## src/rtl/bus_host_arbiter.sv

```systemverilog
// bus_host_arbiter: round-robin sharing of one req/gnt/rvalid device port among several hosts
module bus_host_arbiter #(
    parameter int NrHosts        = 2,
    parameter int DataWidth      = 32,
    parameter int AddressWidth   = 32,
    parameter int MaxOutstanding = 2
) (
    input  logic                              clk_i,
    input  logic                              rst_ni,
    input  logic [NrHosts-1:0]                host_req_i,
    output logic [NrHosts-1:0]                host_gnt_o,
    input  logic [NrHosts*AddressWidth-1:0]   host_addr_i,
    input  logic [NrHosts-1:0]                host_we_i,
    input  logic [NrHosts*DataWidth/8-1:0]    host_be_i,
    input  logic [NrHosts*DataWidth-1:0]      host_wdata_i,
    output logic [NrHosts-1:0]                host_rvalid_o,
    output logic [NrHosts*DataWidth-1:0]      host_rdata_o,
    output logic [NrHosts-1:0]                host_err_o,
    output logic                              dev_req_o,
    input  logic                              dev_gnt_i,
    output logic [AddressWidth-1:0]           dev_addr_o,
    output logic                              dev_we_o,
    output logic [DataWidth/8-1:0]            dev_be_o,
    output logic [DataWidth-1:0]              dev_wdata_o,
    input  logic                              dev_rvalid_i,
    input  logic [DataWidth-1:0]              dev_rdata_i,
    input  logic                              dev_err_i,
    output logic [$clog2(MaxOutstanding+1)-1:0] outstanding_o,
    output logic                              protocol_err_o
);
    localparam int CW = $clog2(MaxOutstanding + 1);
    localparam int PW = MaxOutstanding > 1 ? $clog2(MaxOutstanding) : 1;
    localparam int IW = $clog2(NrHosts);
    localparam int BW = DataWidth / 8;

    logic [IW-1:0] rr, sel, head;
    logic [IW-1:0] ids [MaxOutstanding];
    logic [PW-1:0] wp, rp;
    logic [CW-1:0] count;
    logic          found, full, gnt, pop, perr;

    function automatic logic [PW-1:0] nxt(input logic [PW-1:0] p);
        return PW'((32'(p) + 1) % MaxOutstanding);
    endfunction

    // First requesting host at or after the round-robin pointer; scanning backwards lets the earliest win
    always_comb begin
        sel   = '0;
        found = 1'b0;
        for (int i = NrHosts - 1; i >= 0; i--) begin
            if (host_req_i[(32'(rr) + i) % NrHosts]) begin
                sel   = IW'((32'(rr) + i) % NrHosts);
                found = 1'b1;
            end
        end
    end

    assign full          = count == CW'(MaxOutstanding);
    assign dev_req_o     = rst_ni && found && !full;
    assign gnt           = dev_req_o && dev_gnt_i;
    assign host_gnt_o    = NrHosts'(gnt) << sel;
    assign dev_addr_o    = dev_req_o ? host_addr_i[sel*AddressWidth +: AddressWidth] : '0;
    assign dev_we_o      = dev_req_o && host_we_i[sel];
    assign dev_be_o      = dev_req_o ? host_be_i[sel*BW +: BW] : '0;
    assign dev_wdata_o   = dev_req_o ? host_wdata_i[sel*DataWidth +: DataWidth] : '0;
    assign pop           = dev_rvalid_i && count != '0;
    assign head          = ids[rp];
    assign host_rvalid_o = NrHosts'(pop) << head;
    assign host_err_o    = NrHosts'(pop && dev_err_i) << head;
    assign outstanding_o = count;
    assign protocol_err_o = perr;

    // Steer the response data only to the host owning the oldest outstanding entry
    always_comb begin
        host_rdata_o = '0;
        for (int h = 0; h < NrHosts; h++)
            host_rdata_o[h*DataWidth +: DataWidth] = host_rvalid_o[h] ? dev_rdata_i : '0;
    end

    // Occupancy, FIFO pointers, round-robin pointer and sticky spurious-response flag
    always_ff @(posedge clk_i or negedge rst_ni) begin
        if (!rst_ni) begin
            count <= '0;
            wp    <= '0;
            rp    <= '0;
            rr    <= '0;
            perr  <= 1'b0;
        end else begin
            count <= count + CW'(gnt) - CW'(pop);
            if (gnt) begin
                wp <= nxt(wp);
                rr <= IW'((32'(sel) + 1) % NrHosts);
            end
            if (pop) rp <= nxt(rp);
            if (dev_rvalid_i && count == '0) perr <= 1'b1;
        end
    end

    // ID storage needs no reset: entries are only read while counted as outstanding
    always_ff @(posedge clk_i) begin
        if (gnt) ids[wp] <= sel;
    end
endmodule

```

## config.mk

```make
export PLATFORM = sky130hd
export DESIGN_NAME = bus_host_arbiter
export DESIGN_NICKNAME = d
export VERILOG_FILES = /design/src/rtl/bus_host_arbiter.sv
export SDC_FILE = /design/constraint.sdc
export NUM_CORES = 1
export LEC_CHECK = 0
export CORE_AREA = 3 3 122 124
export DETAILED_ROUTE_END_ITERATION = 10
export DIE_AREA = 0 0 125 127
export SLEW_MARGIN = 20
export SYNTH_ARGS = -nofsm -noshare
export SYNTH_HDL_FRONTEND = slang
export SYNTH_SLANG_ARGS = --single-unit
```

## constraint.sdc

```tcl
create_clock -name clk_i -period 2.1 [get_ports clk_i]
set_clock_uncertainty 0.15 [all_clocks]
set_input_delay 0.315 -clock clk_i [delete_from_list [all_inputs] [get_ports clk_i]]
set_output_delay 0.315 -clock clk_i [all_outputs]
set_load 0.01 [all_outputs]
```

==> impl_results.html <==
<table>
<tr><th>Metric</th><th>Value</th></tr>
<tr><th colspan="2">Drt</th></tr>
<tr><td>Remaining DRCs</td><td>0</td></tr>
<tr><td>Via count</td><td>~4100</td></tr>
<tr><td>Number of DRC markers in iteration 0</td><td>between 100 and 150</td></tr>
<tr><td>Antenna Nets Post-Route</td><td>0</td></tr>
<tr><td>Drt pass-1 iters</td><td>4</td></tr>
<tr><td>WL final</td><td>between 15000 and 20000 um</td></tr>
<tr><td>Vias per cell</td><td>4.64</td></tr>
<tr><td>Detailed-route wire length per cell</td><td>~20 um</td></tr>
<tr><th colspan="2">Logic synthesis</th></tr>
<tr><td>Leading area contributor after synthesis</td><td>sky130_fd_sc_hd__a21oi_2</td></tr>
<tr><td>Synthesized flop and latch total</td><td>8</td></tr>
<tr><td>Syn Area/Cell</td><td>slightly above 7 um^2</td></tr>
<tr><td>Post-synth top flop</td><td>sky130_fd_sc_hd__dfrtp_1</td></tr>
<tr><td>Mapped cell area</td><td>0.00251 mm^2</td></tr>
<tr><td>Leading post-synthesis cells by cell area</td><td>sky130_fd_sc_hd__a21oi_2, sky130_fd_sc_hd__nand3b_1, sky130_fd_sc_hd__and2_1</td></tr>
<tr><td>Fraction of registers with async set or reset after synthesis</td><td>0.750</td></tr>
<tr><td>Count of cell types in the netlist</td><td>25</td></tr>
<tr><td>Fraction of post-synthesis cell area in the top cell type by area</td><td>0.241</td></tr>
<tr><td>Nets in the synthesized netlist</td><td>534</td></tr>
<tr><td>Top cells by count, synth</td><td>sky130_fd_sc_hd__a21oi_2, sky130_fd_sc_hd__nand3b_1, sky130_fd_sc_hd__and2_1</td></tr>
<tr><td>Total number of yosys warnings</td><td>0</td></tr>
<tr><td>Number of flops mapped to enable cells by yosys</td><td>2</td></tr>
<tr><td>Post-synthesis sequential area ratio</td><td>0.0837</td></tr>
<tr><td>Cell count after synthesis</td><td>~360</td></tr>
<tr><th colspan="2">Floorplan</th></tr>
<tr><td>Horizontal die dimension</td><td>125 um</td></tr>
<tr><td>Row count</td><td>43</td></tr>
<tr><td>Number of top-level design ports</td><td>320</td></tr>
<tr><td>Height of the die</td><td>about 130 um</td></tr>
<tr><td>Total die area</td><td>~0.016 mm^2</td></tr>
<tr><td>Core Area</td><td>approximately 0.014 mm^2</td></tr>
<tr><td>Initial Utilization</td><td>0.181</td></tr>
<tr><th colspan="2">Finish</th></tr>
<tr><td>Fraction of final layout cells with drive strength greater than 1</td><td>0.471</td></tr>
<tr><td>Design area</td><td>around 0.007 mm^2</td></tr>
<tr><td>Post-synthesis to final-layout area growth</td><td>171%</td></tr>
<tr><td>Number of inserted filler cells in the final layout</td><td>about 1300</td></tr>
<tr><td>Final #Nets</td><td>slightly below 900</td></tr>
<tr><td>Combined flip-flop and latch cell area</td><td>about 210 um^2</td></tr>
<tr><td>Footprint of the multi-input gates</td><td>around 0.0023 mm^2</td></tr>
<tr><th colspan="2">Critical path</th></tr>
<tr><td>Critical path startpoint category</td><td>register</td></tr>
<tr><td>Highest fanout seen on the critical path</td><td>8</td></tr>
<tr><td>Crit path required time</td><td>about 1.6 ns</td></tr>
<tr><td>CP Data Arrival Time</td><td>1.76 ns</td></tr>
<tr><td>Startpoint-to-endpoint class of the critical path</td><td>reg -&gt; out</td></tr>
<tr><td>Kind of capture point of the worst setup path</td><td>output pin</td></tr>
<tr><th colspan="2">Clock tree</th></tr>
<tr><td>CTS Buf Count</td><td>3</td></tr>
<tr><td>Clock latency reported for the late side of the worst-skew pair</td><td>roughly 0.23 ns</td></tr>
<tr><td>Clock tree from TritonCTS</td><td>done</td></tr>
<tr><td>Clock Sinks</td><td>8</td></tr>
<tr><td>Htree depth</td><td>1</td></tr>
<tr><td>Root cell of the clock tree</td><td>sky130_fd_sc_hd__clkbuf_16</td></tr>
<tr><td>Clock buffer depth</td><td>2</td></tr>
<tr><td>Clock Pin Slew Worst Setup and Hold Paths</td><td>0.04 ns</td></tr>
<tr><th colspan="2">Place</th></tr>
<tr><td>Port buffer count</td><td>approximately 320</td></tr>
<tr><td>Placed wire-length estimate</td><td>approximately 11000 um</td></tr>
<tr><td>Weighted congestion at the end of routability-driven global placement</td><td>a little over 0.8</td></tr>
<tr><td>Total placed instance area</td><td>0.00602 mm^2</td></tr>
<tr><th colspan="2">Pwr</th></tr>
<tr><td>Power per unit of standard cell area</td><td>slightly below 700 mW/mm^2</td></tr>
<tr><td>Sequential share of power</td><td>0.056</td></tr>
<tr><td>Power share of the clock group</td><td>0.071</td></tr>
<tr><td>Switching component of the power</td><td>around 0.0019 W</td></tr>
<tr><td>Pint</td><td>about 0.0028 W</td></tr>
<tr><td>Proportion of power drawn by combinational gates</td><td>0.873</td></tr>
<tr><td>Total leakage power</td><td>2.83 nW</td></tr>
<tr><td>Peak ir drop on the vdd network</td><td>roughly 0.32 mV</td></tr>
<tr><td>Switching portion of total power</td><td>0.399</td></tr>
<tr><th colspan="2">STA</th></tr>
<tr><td>Part of the cycle the worst path needs</td><td>1.06</td></tr>
<tr><td>Actual slew at the worst max-slew pin</td><td>0.392 ns</td></tr>
<tr><td>Final setup violation count</td><td>87</td></tr>
<tr><td>Count of final hold-check violations</td><td>0</td></tr>
<tr><td>Maximum clock rate</td><td>about 450 MHz</td></tr>
<tr><td>Number of max-slew violations in the final report</td><td>0</td></tr>
<tr><td>Min Tclk post-route</td><td>between 2 and 2.5 ns</td></tr>
<tr><td>Setup slack after layout</td><td>-0.126 ns</td></tr>
<tr><td>WHS</td><td>around 0.32 ns</td></tr>
<tr><td>Slew margin rel.</td><td>0.737</td></tr>
<tr><td>RSZ-0062 raised after global routing</td><td>true</td></tr>
<tr><th colspan="2">Global route</th></tr>
<tr><td>Gr ovfl total</td><td>0</td></tr>
<tr><td>Number of global-route vias before repair</td><td>between 4000 and 5000</td></tr>
<tr><td>Tot GR Track Use</td><td>0.193</td></tr>
<tr><td>Largest net degree at the start of global routing</td><td>42</td></tr>
<tr><td>Global-route wire length before repair</td><td>between 20000 and 25000 um</td></tr>
<tr><td>Initial antenna violation count</td><td>1</td></tr>
<tr><th colspan="2">Run</th></tr>
<tr><td>Max cap viols</td><td>0</td></tr>
<tr><th colspan="2">Min path</th></tr>
<tr><td>Hold Path Class</td><td>reg -&gt; reg</td></tr>
<tr><th colspan="2">Outcome</th></tr>
<tr><td>Run status</td><td>finished, violations left</td></tr>
<tr><td>Violations in the final reports</td><td>setup timing</td></tr>
</table>
## metal layers
| metal | vias up | GRT usage | wire length (um) |
|---|---|---|---|
| li1 | 1976 | - | - |
| met1 | 1963 | 0.243 | 7150 |
| met2 | 173 | 0.333 | 8910 |
| met5 | - | 0 | 0 |
| met3 | 32 | 0.0322 | 961 |
| met4 | 0 | 0.0651 | 486 |
## metrics by stage
| stage | TNS, ns | setup WS, ns | utilization | power [W] | instances |
|---|---|---|---|---|---|
| after global routing | -11.81 | -0.173 | 0.490 | 0.00492 | 894 |
| after detailed placement | -65.60 | -0.628 | 0.434 | 0.00323 | 836 |
| after CTS | -12.63 | -0.160 | 0.473 | 0.00440 | 883 |
| final | -5.37 | -0.126 | 0.490 | 0.00464 | 894 |
| after floorplan | 0 | 0.176 | - | 0.00164 | 355 |
| after global placement | -64.68 | -0.592 | 0.434 | 0.00318 | 836 |
## worst max-delay path, stage by stage, from the launching register on
cell and delay [ns]:
sky130_fd_sc_hd__dfrtp_1 0.38, sky130_fd_sc_hd__buf_4 0.16, sky130_fd_sc_hd__o21ai_4 0.22, sky130_fd_sc_hd__nor2_4 0.09, sky130_fd_sc_hd__buf_12 0.14, sky130_fd_sc_hd__buf_16 0.13
sky130_fd_sc_hd__buf_4 0.13, sky130_fd_sc_hd__and2_1 0.14, sky130_fd_sc_hd__buf_2 0.14
## cell type report
type                       instances  area share
timing repair buffer             398       0.584
multi-input combinational        297       0.336
tap                              180      0.0331
sequential                         8      0.0309
clock buffer                       4      0.0116
inverter                           6     0.00405
antenna                            1    0.000368
## flip-flops by register name, indices dropped and copies added (netlist names)
register,count
protocol_err_o,1
rp,1
ids,2
rr,1
outstanding_o,2
wp,1
## cells by family (layout without fill, tap and decap cells)
kind of cell / Yosys count / count (layout) / synth area share
compound gates: 141 / 141 / 0.386
buf+inv: 50 / 408 / 0.100
mux: 2 / 2 / 0.00797
flops: 8 / 8 / 0.0837
simple gates: 148 / 148 / 0.398
other cells: 0 / 1 / 0
xor+xnor: 4 / 4 / 0.0139
fa+ha+maj: 2 / 2 / 0.00996
## power by group through the flow
stage	Combinational, W	Sequential, W	Clock [W]
4_1_cts	0.00382	0.000254	0.000333
2_1_floorplan	0.00137	0.000272	0
5_1_grt	0.00430	0.000270	0.000347
6_report	0.00406	0.000261	0.000328
3_5_place_dp	0.00297	0.000252	0
3_3_place_gp	0.00293	0.000251	0
## what timing repair did
item | 4_1_cts | 5_1_grt
endpoints found under the hold margin | 6 | 0
endpoints found under the setup margin | 141 | 140
hold buffers | 1 | 0
buffers inserted | 27 | 13
gates cloned | 15 | 7
gates resized for setup | 597 | 113
pin swaps | 30 | 12
## cell usage in the layout, fill, tap and decap left out, types with 4 or more instances in the layout
master / Yosys / layout
sky130_fd_sc_hd__buf_6: 7 / 59
sky130_fd_sc_hd__nand3b_1: 69 / 69
sky130_fd_sc_hd__o21ai_1: 13 / 26
sky130_fd_sc_hd__a21oi_4: 0 / 11
sky130_fd_sc_hd__buf_12: 0 / 18
sky130_fd_sc_hd__buf_2: 3 / 71
sky130_fd_sc_hd__clkdlybuf4s50_1: 0 / 175
sky130_fd_sc_hd__clkbuf_16: 0 / 10
sky130_fd_sc_hd__o21ai_2: 0 / 4
sky130_fd_sc_hd__inv_1: 5 / 4
sky130_fd_sc_hd__buf_16: 0 / 8
sky130_fd_sc_hd__a21oi_2: 69 / 58
sky130_fd_sc_hd__buf_4: 2 / 28
sky130_fd_sc_hd__and2_4: 0 / 30
sky130_fd_sc_hd__dfrtp_1: 6 / 6
sky130_fd_sc_hd__clkbuf_2: 0 / 23
sky130_fd_sc_hd__o21ai_0: 57 / 39
sky130_fd_sc_hd__and2_1: 68 / 38
## worst paths after layout
kind | slack (ns) | endpoint | startpoint | depth (start not counted)
worst max-delay path | -0.13 | host_rdata_o[34] | outstanding_o[1] | 8
worst min-delay path | 0.32 | protocol_err_o | protocol_err_o | 1
worst max register to register | 0.05 | outstanding_o[1] | outstanding_o[1] | 10
worst min register to register | 0.32 | protocol_err_o | protocol_err_o | 1
max in group asynchronous | 0.97 | outstanding_o[0] | rst_ni | 3
min in group asynchronous | 0.61 | wp | rst_ni | 3
Power figures use the tool's default switching activity.
